--- config.mk ---
export PLATFORM = sky130hd
export DESIGN_NAME = vga_scan_driver_flat
export DESIGN_NICKNAME = d
export VERILOG_FILES = /design/src/rtl/vga_pkg.sv /design/src/rtl/vga_scan_driver_if.sv /design/src/rtl/vga_delay_line.sv /design/src/rtl/vga_scan_driver.sv /design/src/flat_wrapper.sv
export SDC_FILE = /design/constraint.sdc
export NUM_CORES = 1
export LEC_CHECK = 0
export ABC_AREA = 1
export ABC_CLOCK_PERIOD_IN_PS = 1550
export CORE_MARGIN = 2
export CORE_UTILIZATION = 40
export CTS_BUF_LIST = sky130_fd_sc_hd__clkbuf_4
export DETAILED_ROUTE_END_ITERATION = 12
export GPL_ROUTABILITY_DRIVEN = 1
export PLACE_DENSITY = 0.73
export SLEW_MARGIN = 20
export SYNTH_ARGS = -nofsm -noshare
export SYNTH_HDL_FRONTEND = slang
export SYNTH_SLANG_ARGS = --single-unit
--- constraint.sdc ---
create_clock -name Clk -period 1.55 [get_ports Clk]
set_clock_uncertainty 0.05 [all_clocks]
set_input_delay 0.155 -clock Clk [delete_from_list [all_inputs] [get_ports Clk]]
set_output_delay 0.155 -clock Clk [all_outputs]
set_load 0.02 [all_outputs]
--- src/rtl/vga_pkg.sv ---
// ---------------------------------------------------------------------------
// vga_pkg
// Shared definitions for the VGA scan driver slice:
//   - default 640x480@60 Hz timing constants and line/frame totals
//   - scan_ctl_t, the element carried down the sync/blank delay line
//   - colour-bar constants and a lookup helper for the test pattern
// ---------------------------------------------------------------------------
package vga_pkg;

    localparam int H_VISIBLE_DEF = 640;
    localparam int H_FP_DEF      = 16;
    localparam int H_SYNC_DEF    = 96;
    localparam int H_BP_DEF      = 48;
    localparam int V_VISIBLE_DEF = 480;
    localparam int V_FP_DEF      = 10;
    localparam int V_SYNC_DEF    = 2;
    localparam int V_BP_DEF      = 33;

    localparam int H_TOTAL = H_VISIBLE_DEF + H_FP_DEF + H_SYNC_DEF + H_BP_DEF;
    localparam int V_TOTAL = V_VISIBLE_DEF + V_FP_DEF + V_SYNC_DEF + V_BP_DEF;

    localparam int BAR_COUNT = 8;

    typedef struct packed {
        logic       hs;
        logic       vs;
        logic       vis;
        logic [2:0] bar;
    } scan_ctl_t;

    // Idle state of the syncs: both inactive (high), blanked.
    localparam scan_ctl_t SCAN_CTL_RESET = '{hs: 1'b1, vs: 1'b1, vis: 1'b0, bar: 3'd0};

    localparam logic [23:0] BAR_WHITE   = 24'hFFFFFF;
    localparam logic [23:0] BAR_YELLOW  = 24'hFFFF00;
    localparam logic [23:0] BAR_CYAN    = 24'h00FFFF;
    localparam logic [23:0] BAR_GREEN   = 24'h00FF00;
    localparam logic [23:0] BAR_MAGENTA = 24'hFF00FF;
    localparam logic [23:0] BAR_RED     = 24'hFF0000;
    localparam logic [23:0] BAR_BLUE    = 24'h0000FF;
    localparam logic [23:0] BAR_BLACK   = 24'h000000;

    // Left-to-right bar order, packed as {R, G, B}.
    function automatic logic [23:0] bar_colour(input logic [2:0] idx);
        logic [23:0] rgb;
        case (idx)
            3'd0:    rgb = BAR_WHITE;
            3'd1:    rgb = BAR_YELLOW;
            3'd2:    rgb = BAR_CYAN;
            3'd3:    rgb = BAR_GREEN;
            3'd4:    rgb = BAR_MAGENTA;
            3'd5:    rgb = BAR_RED;
            3'd6:    rgb = BAR_BLUE;
            default: rgb = BAR_BLACK;
        endcase
        return rgb;
    endfunction

endpackage

--- src/rtl/vga_scan_driver_if.sv ---
// ---------------------------------------------------------------------------
// vga_scan_driver_if
// Bundles the scan driver's pixel-path and DAC signals.
//   DrawX, DrawY         scan position towards the colour mapper
//   Red, Green, Blue     colour returned by the mapper
//   VGA_R/G/B            registered DAC colour
//   VGA_HS, VGA_VS       syncs, active low
//   VGA_BLANK_N          high in the visible area
//   VGA_SYNC_N           composite sync, unused (tied low)
//   VGA_CLK              pixel clock (half the system clock)
//   frame_tick           one-clock pulse at the start of vertical blank
// modport master: the scan driver.  modport slave: mapper/DAC side.
// ---------------------------------------------------------------------------
interface vga_scan_driver_if;
    logic [9:0] DrawX;
    logic [9:0] DrawY;
    logic [7:0] Red;
    logic [7:0] Green;
    logic [7:0] Blue;
    logic [7:0] VGA_R;
    logic [7:0] VGA_G;
    logic [7:0] VGA_B;
    logic       VGA_HS;
    logic       VGA_VS;
    logic       VGA_BLANK_N;
    logic       VGA_SYNC_N;
    logic       VGA_CLK;
    logic       frame_tick;

    modport master (
        output DrawX, DrawY,
        input  Red, Green, Blue,
        output VGA_R, VGA_G, VGA_B,
        output VGA_HS, VGA_VS, VGA_BLANK_N, VGA_SYNC_N, VGA_CLK,
        output frame_tick
    );

    modport slave (
        input  DrawX, DrawY,
        output Red, Green, Blue,
        input  VGA_R, VGA_G, VGA_B,
        input  VGA_HS, VGA_VS, VGA_BLANK_N, VGA_SYNC_N, VGA_CLK,
        input  frame_tick
    );
endinterface

--- src/rtl/vga_delay_line.sv ---
// ---------------------------------------------------------------------------
// vga_delay_line
// Shift register of DEPTH scan_ctl_t stages, advanced when shift_en is high.
// DEPTH = 0 gives a combinational pass-through.
//   clk       clock
//   srst      synchronous active-high reset (stages load SCAN_CTL_RESET)
//   shift_en  advance the line by one stage
//   d         input element
//   q         element delayed by DEPTH shifts
// ---------------------------------------------------------------------------
module vga_delay_line
    import vga_pkg::*;
#(
    parameter int DEPTH = 1
) (
    input  logic      clk,
    input  logic      srst,
    input  logic      shift_en,
    input  scan_ctl_t d,
    output scan_ctl_t q
);

    generate
        if (DEPTH == 0) begin : g_bypass
            assign q = d;
        end else begin : g_shift
            // tap[i] is the input of stage i; tap[DEPTH] is the line output.
            scan_ctl_t tap [DEPTH+1];
            assign tap[0] = d;

            for (genvar gi = 0; gi < DEPTH; gi++) begin : g_stage
                scan_ctl_t stage_reg;
                always_ff @(posedge clk) begin
                    if (srst) begin
                        stage_reg <= SCAN_CTL_RESET;
                    end else if (shift_en) begin
                        stage_reg <= tap[gi];
                    end
                end
                assign tap[gi+1] = stage_reg;
            end

            assign q = tap[DEPTH];
        end
    endgenerate

endmodule

--- src/rtl/vga_scan_driver.sv ---
// ---------------------------------------------------------------------------
// vga_scan_driver
// Raster source for the display path. Generates the scan position for the
// colour mapper, delays sync/blank to match the mapper latency (PIPE_LAT
// pixel ticks) and drives registered VGA DAC outputs plus a frame tick.
//
// Ports:
//   Clk        system clock (pixel clock is Clk/2)
//   Reset      synchronous, active-high
//   test_mode  colour-bar select (only with VGA_TEST_PATTERN_EN defined)
//   vga        vga_scan_driver_if.master: DrawX/DrawY, Red/Green/Blue in,
//              VGA_* DAC/sync outputs, frame_tick
//
// Build option: define VGA_TEST_PATTERN_EN to add test_mode and the
// eight-bar test pattern. Undefined, the input colour is always used.
// ---------------------------------------------------------------------------
module vga_scan_driver
    import vga_pkg::*;
#(
    parameter int H_VISIBLE = H_VISIBLE_DEF,
    parameter int H_FP      = H_FP_DEF,
    parameter int H_SYNC    = H_SYNC_DEF,
    parameter int H_BP      = H_BP_DEF,
    parameter int V_VISIBLE = V_VISIBLE_DEF,
    parameter int V_FP      = V_FP_DEF,
    parameter int V_SYNC    = V_SYNC_DEF,
    parameter int V_BP      = V_BP_DEF,
    parameter int PIPE_LAT  = 1
) (
    input  logic                Clk,
    input  logic                Reset,
`ifdef VGA_TEST_PATTERN_EN
    input  logic                test_mode,
`endif
    vga_scan_driver_if.master   vga
);

    localparam int H_TOT = H_VISIBLE + H_FP + H_SYNC + H_BP;
    localparam int V_TOT = V_VISIBLE + V_FP + V_SYNC + V_BP;

    localparam logic [9:0] H_LAST     = 10'(H_TOT - 1);
    localparam logic [9:0] V_LAST     = 10'(V_TOT - 1);
    localparam logic [9:0] H_VIS_END  = 10'(H_VISIBLE);
    localparam logic [9:0] V_VIS_END  = 10'(V_VISIBLE);
    localparam logic [9:0] HS_START   = 10'(H_VISIBLE + H_FP);
    localparam logic [9:0] HS_END     = 10'(H_VISIBLE + H_FP + H_SYNC);
    localparam logic [9:0] VS_START   = 10'(V_VISIBLE + V_FP);
    localparam logic [9:0] VS_END     = 10'(V_VISIBLE + V_FP + V_SYNC);

    // ---------------------------------------------------------------
    // State
    // ---------------------------------------------------------------
    logic        pix_en_reg;
    logic [9:0]  hc_reg, hc_next;
    logic [9:0]  vc_reg, vc_next;
    logic        frame_tick_reg;
    logic        hs_reg, vs_reg, blank_n_reg;
    logic [7:0]  r_reg, g_reg, b_reg;

    scan_ctl_t   ctl_raw;
    scan_ctl_t   ctl_dly;
    logic [23:0] colour_next;

    // ---------------------------------------------------------------
    // Counter next-state
    // ---------------------------------------------------------------
    always_comb begin
        hc_next = hc_reg + 10'd1;
        vc_next = vc_reg;
        if (hc_reg == H_LAST) begin
            hc_next = '0;
            vc_next = (vc_reg == V_LAST) ? 10'd0 : vc_reg + 10'd1;
        end
    end

    // ---------------------------------------------------------------
    // Raw (undelayed) sync, visibility and bar index for the current
    // position
    // ---------------------------------------------------------------
`ifdef VGA_TEST_PATTERN_EN
    localparam logic [9:0] BAR_W = 10'(H_VISIBLE / BAR_COUNT);
    logic [9:0] bar_full;
    always_comb begin
        bar_full = hc_reg / BAR_W;
    end
`endif

    always_comb begin
        ctl_raw     = SCAN_CTL_RESET;
        ctl_raw.hs  = !((hc_reg >= HS_START) && (hc_reg < HS_END));
        ctl_raw.vs  = !((vc_reg >= VS_START) && (vc_reg < VS_END));
        ctl_raw.vis = (hc_reg < H_VIS_END) && (vc_reg < V_VIS_END);
`ifdef VGA_TEST_PATTERN_EN
        // Clamp keeps the index in range for the porch/sync region, where
        // the colour is blanked anyway.
        ctl_raw.bar = (bar_full > 10'd7) ? 3'd7 : bar_full[2:0];
`else
        ctl_raw.bar = 3'd0;
`endif
    end

    // Align sync/blank/bar with the mapper's colour latency.
    vga_delay_line #(
        .DEPTH    (PIPE_LAT)
    ) u_delay (
        .clk      (Clk),
        .srst     (Reset),
        .shift_en (pix_en_reg),
        .d        (ctl_raw),
        .q        (ctl_dly)
    );

    // ---------------------------------------------------------------
    // Colour select for the output register
    // ---------------------------------------------------------------
    always_comb begin
        colour_next = {vga.Red, vga.Green, vga.Blue};
`ifdef VGA_TEST_PATTERN_EN
        if (test_mode) begin
            colour_next = bar_colour(ctl_dly.bar);
        end
`endif
        if (!ctl_dly.vis) begin
            colour_next = '0;
        end
    end

`ifndef VGA_TEST_PATTERN_EN
    // The bar index only matters for the test pattern.
    logic unused_bar;
    assign unused_bar = &{1'b0, ctl_dly.bar};
`endif

    // ---------------------------------------------------------------
    // Sequential state: pixel enable, counters, output register
    // ---------------------------------------------------------------
    always_ff @(posedge Clk) begin
        if (Reset) begin
            pix_en_reg     <= 1'b0;
            hc_reg         <= '0;
            vc_reg         <= '0;
            frame_tick_reg <= 1'b0;
            hs_reg         <= 1'b1;
            vs_reg         <= 1'b1;
            blank_n_reg    <= 1'b0;
            r_reg          <= '0;
            g_reg          <= '0;
            b_reg          <= '0;
        end else begin
            pix_en_reg     <= ~pix_en_reg;
            frame_tick_reg <= 1'b0;
            if (pix_en_reg) begin
                hc_reg         <= hc_next;
                vc_reg         <= vc_next;
                // Fires on the tick that enters the first blanked line,
                // independent of the delay line.
                frame_tick_reg <= (hc_next == 10'd0) && (vc_next == V_VIS_END);
                hs_reg         <= ctl_dly.hs;
                vs_reg         <= ctl_dly.vs;
                blank_n_reg    <= ctl_dly.vis;
                r_reg          <= colour_next[23:16];
                g_reg          <= colour_next[15:8];
                b_reg          <= colour_next[7:0];
            end
        end
    end

    assign vga.DrawX       = hc_reg;
    assign vga.DrawY       = vc_reg;
    assign vga.VGA_R       = r_reg;
    assign vga.VGA_G       = g_reg;
    assign vga.VGA_B       = b_reg;
    assign vga.VGA_HS      = hs_reg;
    assign vga.VGA_VS      = vs_reg;
    assign vga.VGA_BLANK_N = blank_n_reg;
    assign vga.VGA_SYNC_N  = 1'b0;
    assign vga.VGA_CLK     = pix_en_reg;
    assign vga.frame_tick  = frame_tick_reg;

endmodule

--- src/flat_wrapper.sv ---
// flat-port wrapper written by rule: the top's interface ports become plain ports
module vga_scan_driver_flat import vga_pkg::*;
#(
    parameter int H_VISIBLE = H_VISIBLE_DEF,
    parameter int H_FP      = H_FP_DEF,
    parameter int H_SYNC    = H_SYNC_DEF,
    parameter int H_BP      = H_BP_DEF,
    parameter int V_VISIBLE = V_VISIBLE_DEF,
    parameter int V_FP      = V_FP_DEF,
    parameter int V_SYNC    = V_SYNC_DEF,
    parameter int V_BP      = V_BP_DEF,
    parameter int PIPE_LAT  = 1
)
  (Clk, Reset, vga_DrawX, vga_DrawY, vga_Red, vga_Green, vga_Blue, vga_VGA_R, vga_VGA_G, vga_VGA_B, vga_VGA_HS, vga_VGA_VS, vga_VGA_BLANK_N, vga_VGA_SYNC_N, vga_VGA_CLK, vga_frame_tick);
  vga_scan_driver_if vga_i ();
  input  logic Clk;
  input  logic Reset;
  output wire logic [$bits(vga_i.DrawX)-1:0] vga_DrawX;
  output wire logic [$bits(vga_i.DrawY)-1:0] vga_DrawY;
  input wire logic [$bits(vga_i.Red)-1:0] vga_Red;
  input wire logic [$bits(vga_i.Green)-1:0] vga_Green;
  input wire logic [$bits(vga_i.Blue)-1:0] vga_Blue;
  output wire logic [$bits(vga_i.VGA_R)-1:0] vga_VGA_R;
  output wire logic [$bits(vga_i.VGA_G)-1:0] vga_VGA_G;
  output wire logic [$bits(vga_i.VGA_B)-1:0] vga_VGA_B;
  output wire logic [$bits(vga_i.VGA_HS)-1:0] vga_VGA_HS;
  output wire logic [$bits(vga_i.VGA_VS)-1:0] vga_VGA_VS;
  output wire logic [$bits(vga_i.VGA_BLANK_N)-1:0] vga_VGA_BLANK_N;
  output wire logic [$bits(vga_i.VGA_SYNC_N)-1:0] vga_VGA_SYNC_N;
  output wire logic [$bits(vga_i.VGA_CLK)-1:0] vga_VGA_CLK;
  output wire logic [$bits(vga_i.frame_tick)-1:0] vga_frame_tick;
  assign vga_DrawX = vga_i.DrawX;
  assign vga_DrawY = vga_i.DrawY;
  assign vga_i.Red = vga_Red;
  assign vga_i.Green = vga_Green;
  assign vga_i.Blue = vga_Blue;
  assign vga_VGA_R = vga_i.VGA_R;
  assign vga_VGA_G = vga_i.VGA_G;
  assign vga_VGA_B = vga_i.VGA_B;
  assign vga_VGA_HS = vga_i.VGA_HS;
  assign vga_VGA_VS = vga_i.VGA_VS;
  assign vga_VGA_BLANK_N = vga_i.VGA_BLANK_N;
  assign vga_VGA_SYNC_N = vga_i.VGA_SYNC_N;
  assign vga_VGA_CLK = vga_i.VGA_CLK;
  assign vga_frame_tick = vga_i.frame_tick;
  vga_scan_driver #(.H_VISIBLE(H_VISIBLE), .H_FP(H_FP), .H_SYNC(H_SYNC), .H_BP(H_BP), .V_VISIBLE(V_VISIBLE), .V_FP(V_FP), .V_SYNC(V_SYNC), .V_BP(V_BP), .PIPE_LAT(PIPE_LAT)) u_core (.Clk(Clk), .Reset(Reset), .vga(vga_i));
endmodule
==> results.sh, run 1 <==
export IMPL_reg2reg_from="u_core.vga.DrawY[1]$_SDFFE_PP0P_"
export IMPL_final_nets=458
export IMPL_place_congestion=1.07
export IMPL_drc=0
export IMPL_avgRoutedWirePerCell_um=13.7
export IMPL_path_clk_slew_ps=160
export IMPL_dp_hpwl_um=5100
export IMPL_firstDrtPassIters=4
export IMPL_required_ps=1820
export IMPL_globalRouteTotalUtil_pct=20.4
export IMPL_die_area_mm2=0.00678
export IMPL_portBuffers=74
export IMPL_cts_tree="yes"
export IMPL_period_share_pct=105
export IMPL_antenna_found_initial=0
export IMPL_wl_met3_um=640
export IMPL_clk_latency_ps=370
export IMPL_grt_overflow=0
export IMPL_critPathMaxStageDelay_ps=370
export IMPL_cp_common_cell="nand3_1"
export IMPL_worstSetupStartpointType="flip-flop"
export IMPL_cts_sinks=52
export IMPL_fp_coreArea_mm2=0.00592
export IMPL_finalPower_mw=2.29
export IMPL_end_kind="flip-flop"
export IMPL_power_density_mw_per_mm2=618
export IMPL_synth_top_cell_area_share_pct=42.4
export IMPL_num_antenna_cells=0
export IMPL_rsz0062_at_grt="true"
export IMPL_synth_area_mm2=0.00245
export IMPL_finalHoldViolations=0
export IMPL_postRouteAntennaNets=0
export IMPL_crit_family="simple AND/OR/NAND/NOR gates"
export IMPL_synth_cell_types=34
export IMPL_place_ws_ps=-270
export IMPL_synthCells=317
export IMPL_cts_buffer_depth=2
export IMPL_synth_area_leaders="dfxtp_1 (42%), a32o_1 (10%), nand2_1 (9.6%)"
export IMPL_maxSlewViolCount=0
export IMPL_status="finished with violations"
export IMPL_syn_nets=348
export IMPL_p_leak_nw=1.78
export IMPL_ctsHoldBuffers=0
export IMPL_cts_buffers=5
export IMPL_initial_core_util_pct=41.4
export IMPL_synth_top_area_cell="dfxtp_1"
export IMPL_drt_iter0_markers=204
export IMPL_maxCapViolCount=0
export IMPL_fp_row_count=28
export IMPL_grt_max_degree=32
export IMPL_setup_violations=2
export IMPL_synth_area_per_cell_um2=7.74
export IMPL_htreeDepth=2
export IMPL_num_vias=2607
export IMPL_hp_start="vga_Green[2]"
export IMPL_synth_ff_type="dfxtp_1"
export IMPL_wl_met2_um=3190
export IMPL_period_needed_ps=1630
export IMPL_maxUsedRoutingLayer="met4"
export IMPL_cp_max_fo=4
export IMPL_hold_path_class="in -> reg"
export IMPL_viasPerCell=5.18
export IMPL_wl_met1_um=2990
export IMPL_yosysWarningCount=0
export IMPL_crit_type="reg -> reg"
export IMPL_cpMaxStageDelayCell="dfxtp_2"
export IMPL_drive_gt1_share_pct=25.0
export IMPL_top_level_ports=76
export IMPL_ir_drop_mv=0.552
export IMPL_violations="negative setup slack"
export IMPL_drt_wl_total_um=6900
export IMPL_maxSlewHeadroom_pct=38.3
export IMPL_root_buffer="clkbuf_4"
export IMPL_ys_ff_latch=52
export IMPL_first_global_vias=2369
export IMPL_critPathLaunch="u_core.vga.DrawY[1]$_SDFFE_PP0P_"
export IMPL_crit_chain="inv_2, ha_4, inv_2, nor2_2, nand4_1, buf_4, nand3_1, nand3_1, nor2_1, nand3_1, nor2_1"
export IMPL_finalWorstSetupSlack_ps=-84.0
export IMPL_area_growth_pct=50.8
export IMPL_crit_buf_inv=3
export IMPL_crit_arrival_ps=1900
export IMPL_ys_top_cells_by_count="nand2_1 (63), dfxtp_1 (52), inv_1 (34)"
export IMPL_ys_async_sr_fraction_pct=0
export IMPL_fin_util_pct=62.5
export IMPL_yosysSeqAreaShare_pct=42.4
export IMPL_die_h_um=82.3
export IMPL_chipWidth_um=82.3
export IMPL_tightestPinTransition_ps=924
export IMPL_fmax_mhz=612
export IMPL_post_synth_top_count_cell="nand2_1"
export IMPL_synth_edf_count=0
export IMPL_grt_pass1_wl_um=10800
-- metrics by stage --
stage | hold WS (ps) | std cells | TNS [ps] | area [um^2]
6_report | 348 | 503 | -94.0 | 3700
5_1_grt | 336 | 503 | -607 | 3700
4_1_cts | 334 | 499 | -63.2 | 3600
3_5_place_dp | 402 | 489 | -563 | 3570
3_3_place_gp | 394 | 489 | -413 | 3570
2_1_floorplan | 273 | 317 | 0 | 2480
-- per-layer routing --
layer  vias to the layer above  track usage [%]
met1                      1202             26.0
met2                       102             32.5
met5                         -                0
met3                        12             7.93
met4                         0             4.50
li1                       1291                -
-- logic make-up (layout without fill, tap and decap cells) --
group           after synthesis  after routing  synth area share [%]
compound gates               60             60                  18.8
other cells                   1              1                 0.153
simple gates                140            140                  26.6
flops                        52             52                  42.4
xor+xnor                      1              1                 0.357
buf+inv                      58            169                  9.18
fa+ha+maj                     5              5                  2.55
-- worst register-to-register path, cell delays in order, from the launching register on --
cell and delay, ps:
dfxtp_2 370, inv_2 70, ha_4 130, inv_2 40, nor2_2 70, nand4_1 160, buf_4 180, nand3_1 90
nand3_1 100, nor2_1 130, nand3_1 90, nor2_1 110
-- power breakdown --
group	total, mW	switching (mW)	internal [mW]
logic	0.251	0.123	0.127
registers	1.39	0.0310	1.36
clock network	0.643	0.459	0.185
-- cell type report --
cell class	count	area, um^2
clock buffers	5	37.5
clock inverters	3	22.5
fillers	545	2220
inverters	42	163
multi-input cells	207	1270
flip-flops and latches	52	1060
well taps	75	93.8
repair buffers	119	1050
-- cells in the final DEF, fill, tap and decap left out, types with 2 or more instances in the layout --
cell | netlist | final
a21oi_1 | 6 | 6
a32o_1 | 25 | 25
buf_12 | 0 | 2
buf_4 | 1 | 43
clkbuf_4 | 0 | 5
clkdlybuf4s50_1 | 0 | 25
dfxtp_1 | 52 | 40
dfxtp_2 | 0 | 9
dfxtp_4 | 0 | 3
dlygate4sd2_1 | 0 | 48
ha_1 | 5 | 2
ha_4 | 0 | 2
inv_1 | 34 | 31
inv_2 | 8 | 10
inv_6 | 0 | 2
nand2_1 | 63 | 61
nand2_2 | 1 | 3
nand3_1 | 26 | 25
nand3_4 | 2 | 2
nand4_1 | 5 | 5
nor2_1 | 30 | 23
nor2_2 | 5 | 12
nor3_1 | 4 | 4
o21ai_0 | 9 | 9
o21ai_1 | 4 | 2
o21ai_2 | 1 | 3
o22ai_1 | 9 | 8
-- final timing paths --
| check | endpoint | slack, ps | depth (start not counted) |
|---|---|---|---|
| worst min-delay path | u_core.vga.VGA_G[2]$_SDFFE_PP0P_ | 350 | 2 |
| worst min register to register | u_core.vga.VGA_HS$_SDFFE_PP1P_ | 420 | 2 |
| worst max-delay path | u_core.vga.frame_tick$_SDFF_PP0_ | -80 | 11 |
| worst max register to register | u_core.vga.frame_tick$_SDFF_PP0_ | -80 | 11 |
-- what timing repair did --
item                                    4_1_cts  5_1_grt
pin swaps                                     2        9
endpoints found under the setup margin       52       13
resized for setup                            58       21
setup buffers                                 2        4
No activity file was read; power rests on OpenSTA's default activity.
==> run 2: changes to the inputs <==
--- a/config.mk
+++ b/config.mk
@@ -8,11 +8,11 @@
 export ABC_AREA = 1
 export ABC_CLOCK_PERIOD_IN_PS = 1550
 export CORE_MARGIN = 2
-export CORE_UTILIZATION = 40
+export CORE_UTILIZATION = 43
 export CTS_BUF_LIST = sky130_fd_sc_hd__clkbuf_4
 export DETAILED_ROUTE_END_ITERATION = 12
 export GPL_ROUTABILITY_DRIVEN = 1
-export PLACE_DENSITY = 0.73
+export PLACE_DENSITY = 0.78
 export SLEW_MARGIN = 20
 export SYNTH_ARGS = -nofsm -noshare
 export SYNTH_HDL_FRONTEND = slang
==> run 2 against run 1 <==
Compared with the run above: the flow still finishes with violations (negative setup slack); clock power up 21%; count of clock-buffer cells in the layout unchanged; sequential power about the same; combinational power hardly changed; setup slack worse by 61 ps; sequential share of layout area rose by 0.10 points; first-iteration DRC count decreased by 2.0%; via count rose by 2.2%.
==> results.sh, run 2 (synthesis results as in run 1) <==
export IMPL_status="finished with violations"
export IMPL_violations="negative setup slack"
export IMPL_p_leak_nw=1.79
export IMPL_path_clk_slew_ps=160
export IMPL_die_h_um=79.5
export IMPL_cp_max_fo=3
export IMPL_chipWidth_um=79.5
export IMPL_fp_row_count=27
export IMPL_cts_tree="yes"
export IMPL_dp_hpwl_um=5010
export IMPL_final_nets=451
export IMPL_die_area_mm2=0.00633
export IMPL_setup_violations=2
export IMPL_seqPwrFrac_pct=57.6
export IMPL_reg2regPathDepth=11
export IMPL_hold_depth=2
export IMPL_period_share_pct=109
export IMPL_initial_core_util_pct=44.6
export IMPL_hold_path_class="in -> reg"
export IMPL_finalPower_mw=2.41
export IMPL_portBuffers=74
export IMPL_crit_type="reg -> reg"
export IMPL_crit_arrival_ps=1970
export IMPL_power_switching_mw=0.591
export IMPL_viasPerCell=5.40
export IMPL_grt_pass1_wl_um=11700
export IMPL_cts_buffers=5
export IMPL_cts_sinks=52
export IMPL_fin_util_pct=67.4
export IMPL_drc=0
export IMPL_pwr_share_clk_pct=32.2
export IMPL_maxCapViolCount=0
export IMPL_avgRoutedWirePerCell_um=14.6
export IMPL_fp_coreArea_mm2=0.00551
export IMPL_layout_commonest_cell="nand2_1"
export IMPL_finalWorstSetupSlack_ps=-145
export IMPL_grt_max_degree=32
export IMPL_power_density_mw_per_mm2=650
export IMPL_firstDrtPassIters=6
export IMPL_place_ws_ps=-208
export IMPL_fmax_mhz=590
export IMPL_maxSlewHeadroom_pct=38.8
export IMPL_clk_latency_ps=370
export IMPL_drive_gt1_share_pct=23.3
export IMPL_postRouteAntennaNets=0
export IMPL_ctsHoldBuffers=0
export IMPL_num_antenna_cells=0
export IMPL_globalRouteTotalUtil_pct=23.0
export IMPL_drt_wl_total_um=7210
export IMPL_area_growth_pct=51.2
export IMPL_first_global_vias=2512
export IMPL_antenna_found_initial=0
export IMPL_worstSetupStartpointType="flip-flop"
export IMPL_pwr_share_comb_pct=10.3
export IMPL_htreeDepth=2
export IMPL_root_buffer="clkbuf_4"
export IMPL_p_int_mw=1.82
export IMPL_cts_buffer_depth=2
export IMPL_required_ps=1820
export IMPL_ir_drop_mv=0.503
export IMPL_p_sw_share_pct=24.5
export IMPL_fillerInstances=479
export IMPL_num_vias=2664
export IMPL_final_cell_mix="nand2_1 (61), dlygate4sd2_1 (43), dfxtp_1 (39)"
export IMPL_rsz0062_at_grt="true"
export IMPL_end_kind="flip-flop"
export IMPL_finalHoldViolations=0
export IMPL_grt_overflow=0
export IMPL_maxSlewViolCount=0
export IMPL_tightestPinTransition_ps=917
export IMPL_place_congestion=0.967
export IMPL_period_needed_ps=1700
export IMPL_drt_iter0_markers=200
export IMPL_top_level_ports=76
## run 2: cell count changes in the layout (fill, tap and decap cells not counted), sizes merged
cell           previous run  this run
buf                      45        37
dlygate4sd2              48        43
clkdlybuf4s15             0         2
nand3                    28        29
bufinv                    0         1
dlymetal6s2s              1         4
inv                      43        42
## run 2: final timing paths
check / start / end / slack [ps]
max: u_core.vga.DrawX[0]$_SDFFE_PP0P_ / u_core.vga.frame_tick$_SDFF_PP0_ / -150
min: vga_Green[0] / u_core.vga.VGA_G[0]$_SDFFE_PP0P_ / 350
max reg2reg: u_core.vga.DrawX[0]$_SDFFE_PP0P_ / u_core.vga.frame_tick$_SDFF_PP0_ / -150
min reg2reg: u_core.vga.VGA_B[3]$_SDFFE_PP0P_ / u_core.vga.VGA_B[3]$_SDFFE_PP0P_ / 420
## run 2: critical path, cell delays in order, from the launching register on
cell	delay, ps
dfxtp_4	380
ha_4	170
nand2_4	110
buf_4	120
o21ai_0	70
nand2_1	90
inv_1	40
a21oi_1	210
nand3_1	140
nor2_1	110
nand3_1	90
nor2_1	80
## run 2: timing repair
| action | CTS | global route |
|---|---|---|
| endpoints found under the setup margin | 48 | 16 |
| resized for setup | 53 | 34 |
| pin swaps | 0 | 6 |
| buffers inserted | 2 | 2 |
| cloned | 1 | 0 |
## run 2: final cells by class
| class | count | area, um^2 | area share [%] |
|---|---|---|---|
| Clock buffer | 5 | 37.5 | 1.01 |
| Clock inverter | 3 | 42.5 | 1.15 |
| Inverter | 42 | 163 | 4.38 |
| Multi-Input combinational cell | 208 | 1310 | 35.2 |
| Sequential cell | 52 | 1070 | 28.8 |
| Tap cell | 72 | 90.1 | 2.43 |
| Timing Repair Buffer | 111 | 1000 | 26.9 |
## run 2: power by group through the flow
stage                     logic, mW  clock network [mW]  registers (mW)
after floorplan              0.0862                   0            1.44
final                         0.248               0.776            1.39
after global placement        0.260                   0            1.42
after global routing          0.266               0.859            1.39
after detailed placement      0.261                   0            1.42
after CTS                     0.248               0.798            1.39
## run 2: per-layer routing
metal	track usage [%]	part of all wire [%]	vias to the layer above
li1	-	-	1285
met1	28.4	40	1210
met2	37.7	48	148
met3	8.60	10	21
met4	6.03	1.6	0
met5	0	0	-
## run 2: metrics by stage
| stage | TNS (ps) | hold WS (ps) | cells | area, um^2 |
|---|---|---|---|---|
| CTS | -29.4 | 337 | 491 | 3590 |
| floorplan | 0 | 273 | 317 | 2480 |
| finish | -172 | 349 | 493 | 3710 |
| global route | -401 | 328 | 493 | 3710 |
| global placement | -229 | 389 | 480 | 3520 |
| detailed placement | -261 | 397 | 480 | 3520 |
==> variant (config.mk and constraints of run 2) <==
`PIPE_LAT` is set to 1 in 2 places; all go to 2.
--- a/src/rtl/vga_scan_driver.sv
+++ b/src/rtl/vga_scan_driver.sv
@@ -25,7 +25,7 @@
     parameter int V_FP      = V_FP_DEF,
     parameter int V_SYNC    = V_SYNC_DEF,
     parameter int V_BP      = V_BP_DEF,
-    parameter int PIPE_LAT  = 1
+    parameter int PIPE_LAT  = 2
 ) (
     input  logic                Clk,
     input  logic                Reset,
--- a/src/flat_wrapper.sv
+++ b/src/flat_wrapper.sv
@@ -9,7 +9,7 @@
     parameter int V_FP      = V_FP_DEF,
     parameter int V_SYNC    = V_SYNC_DEF,
     parameter int V_BP      = V_BP_DEF,
-    parameter int PIPE_LAT  = 1
+    parameter int PIPE_LAT  = 2
 )
   (Clk, Reset, vga_DrawX, vga_DrawY, vga_Red, vga_Green, vga_Blue, vga_VGA_R, vga_VGA_G, vga_VGA_B, vga_VGA_HS, vga_VGA_VS, vga_VGA_BLANK_N, vga_VGA_SYNC_N, vga_VGA_CLK, vga_frame_tick);
   vga_scan_driver_if vga_i ();
Check against the original RTL: not equivalent (Yosys sat finds a counterexample within 10 cycles, from zero or initial values and one cycle with Reset high).
==> variant against run 2 <==
The flow still finishes with violations (setup timing). Synthesized area rose by 0.66%. Worst setup slack got worse by 0.00079 ns. Fmax barely moved. Via count rose by 4.4%. Wire length rose by 2.8%. Critical path depth fell by 1. Total power rose by 9.3%. Final area rose by 2.5%. Sequential cell count rose by 3.
==> variant: results (changes against run 2) <==
run status: finished with violations (unchanged)
failing checks: setup timing (unchanged)
Synth Area in Adders: 2.03% (was 2.55%)
Layout Nets: 460 (was 451)
crit-path max FO: 5 (was 3)
Reg-to-Reg Start: u_core.vga.DrawX[1]$_SDFFE_PP0P_ (was u_core.vga.DrawX[0]$_SDFFE_PP0P_)
GR Util All Layers: 23.3% (was 23.0%)
CP Data Arrival Time: 1.94 ns (was 1.97 ns)
routability congestion estimate: 0.947 (was 0.967)
post-synthesis compound-gate area fraction: 19.6% (was 18.8%)
Routed met2 length: 3.44 mm (was 3.47 mm)
via count: 2,781 (was 2,664)
1st-iter DRT viols: 218 (was 200)
Synth Area in XOR/XNOR: 0.355% (was 0.357%)
sequential share of the synthesized area: 44.6% (was 42.4%)
layout cells sized above 1: 23.9% (was 23.3%)
top cells by area, synth: dfxtp_1 45%, a32o_1 9.7%, nand2_1 8.2%, inv_1 5.9%, nand3_1 5.9% (was dfxtp_1 42%, a32o_1 10%, nand2_1 9.6%, nand3_1 5.3%, inv_1 5.2%)
worst setup margin: -0.146 ns (was -0.145 ns)
Unique masters post-synth: 31 (was 34)
fillers: 476 (was 479)
setup violators final: 2 (unchanged)
DR WL/cell: 14.7 µm (was 14.6 µm)
Met1 Wirelength: 3.02 mm (was 2.88 mm)
first drt pass iteration count: 5 (was 6)
vias in the first global route: 2,557 (was 2,512)
first-pass GRT wire length: 11.8 mm (was 11.7 mm)
largest net degree at the start of global routing: 27 (was 32)
met2 Usage GRT: 38.0% (was 37.7%)
WL met3: 779 µm (was 735 µm)
leakage power: 1.75 nW (was 1.79 nW)
pre-CTS WS: -0.182 ns (was -0.208 ns)
Peak VDD IR: 0.000533 V (was 0.000503 V)
Hold Path Origin: vga_Red[0] (was vga_Green[0])
met3 Use GR: 8.48% (was 8.60%)
Synth top cells by count: 55 x dfxtp_1, 54 x nand2_1, 39 x inv_1 (was 63 x nand2_1, 52 x dfxtp_1, 34 x inv_1)
Detailed Place HPWL: 5.25 mm (was 5.01 mm)
variant: path summary, 6_finish.rpt:
| check | end | depth (start not counted) |
|---|---|---|
| hold reg to reg | u_core.u_delay.q[4]$_SDFFE_PP1P_ | 2 |
| setup / recovery | u_core.vga.frame_tick$_SDFF_PP0_ | 10 |
| setup reg to reg | u_core.vga.frame_tick$_SDFF_PP0_ | 10 |
| hold / removal | u_core.vga.VGA_R[0]$_SDFFE_PP0P_ | 2 |
variant: logic make-up (layout without fill, tap and decap cells):
family                     after synthesis  count (layout)
and+or+nand+nor                        133             134
AOI/OAI and AO/OA                       65              65
buffers and inverters                   56             171
DFF                                     55              55
adders and majority gates                4               4
other                                    1               1
xor gates and xnor gates                 1               1
variant: per-stage QoR:
stage / hold slack, ns / util, % / total power [mW]
after global placement: 0.389 / 64.9 / 1.69
after CTS: 0.345 / 66.7 / 2.64
after detailed placement: 0.403 / 64.9 / 1.70
final: 0.352 / 68.7 / 2.64
after global routing: 0.342 / 68.7 / 2.72
after floorplan: 0.273 / - / 1.56
variant: timing repair:
item / in CTS / in global routing
hold endpoints to repair: 0 / 0
cloned: 1 / 0
setup buffers: 1 / 3
pin swaps: 1 / 15
gates resized for setup: 53 / 31
endpoints found under the setup margin: 47 / 15
variant: area by class of cell:
cell class / count / area share (%)
inverters: 41 / 4.18
flip-flops and latches: 55 / 29.5
clock buffers: 6 / 1.18
multi-input cells: 205 / 33.2
well taps: 72 / 2.37
clock inverters: 2 / 1.58
repair buffers: 122 / 27.9
variant: power by group:
part | leakage (nW) | switching, mW | internal, mW
clock network | 0.0559 | 0.454 | 0.521
registers | 0.452 | 0.00973 | 1.43
logic | 1.24 | 0.115 | 0.106
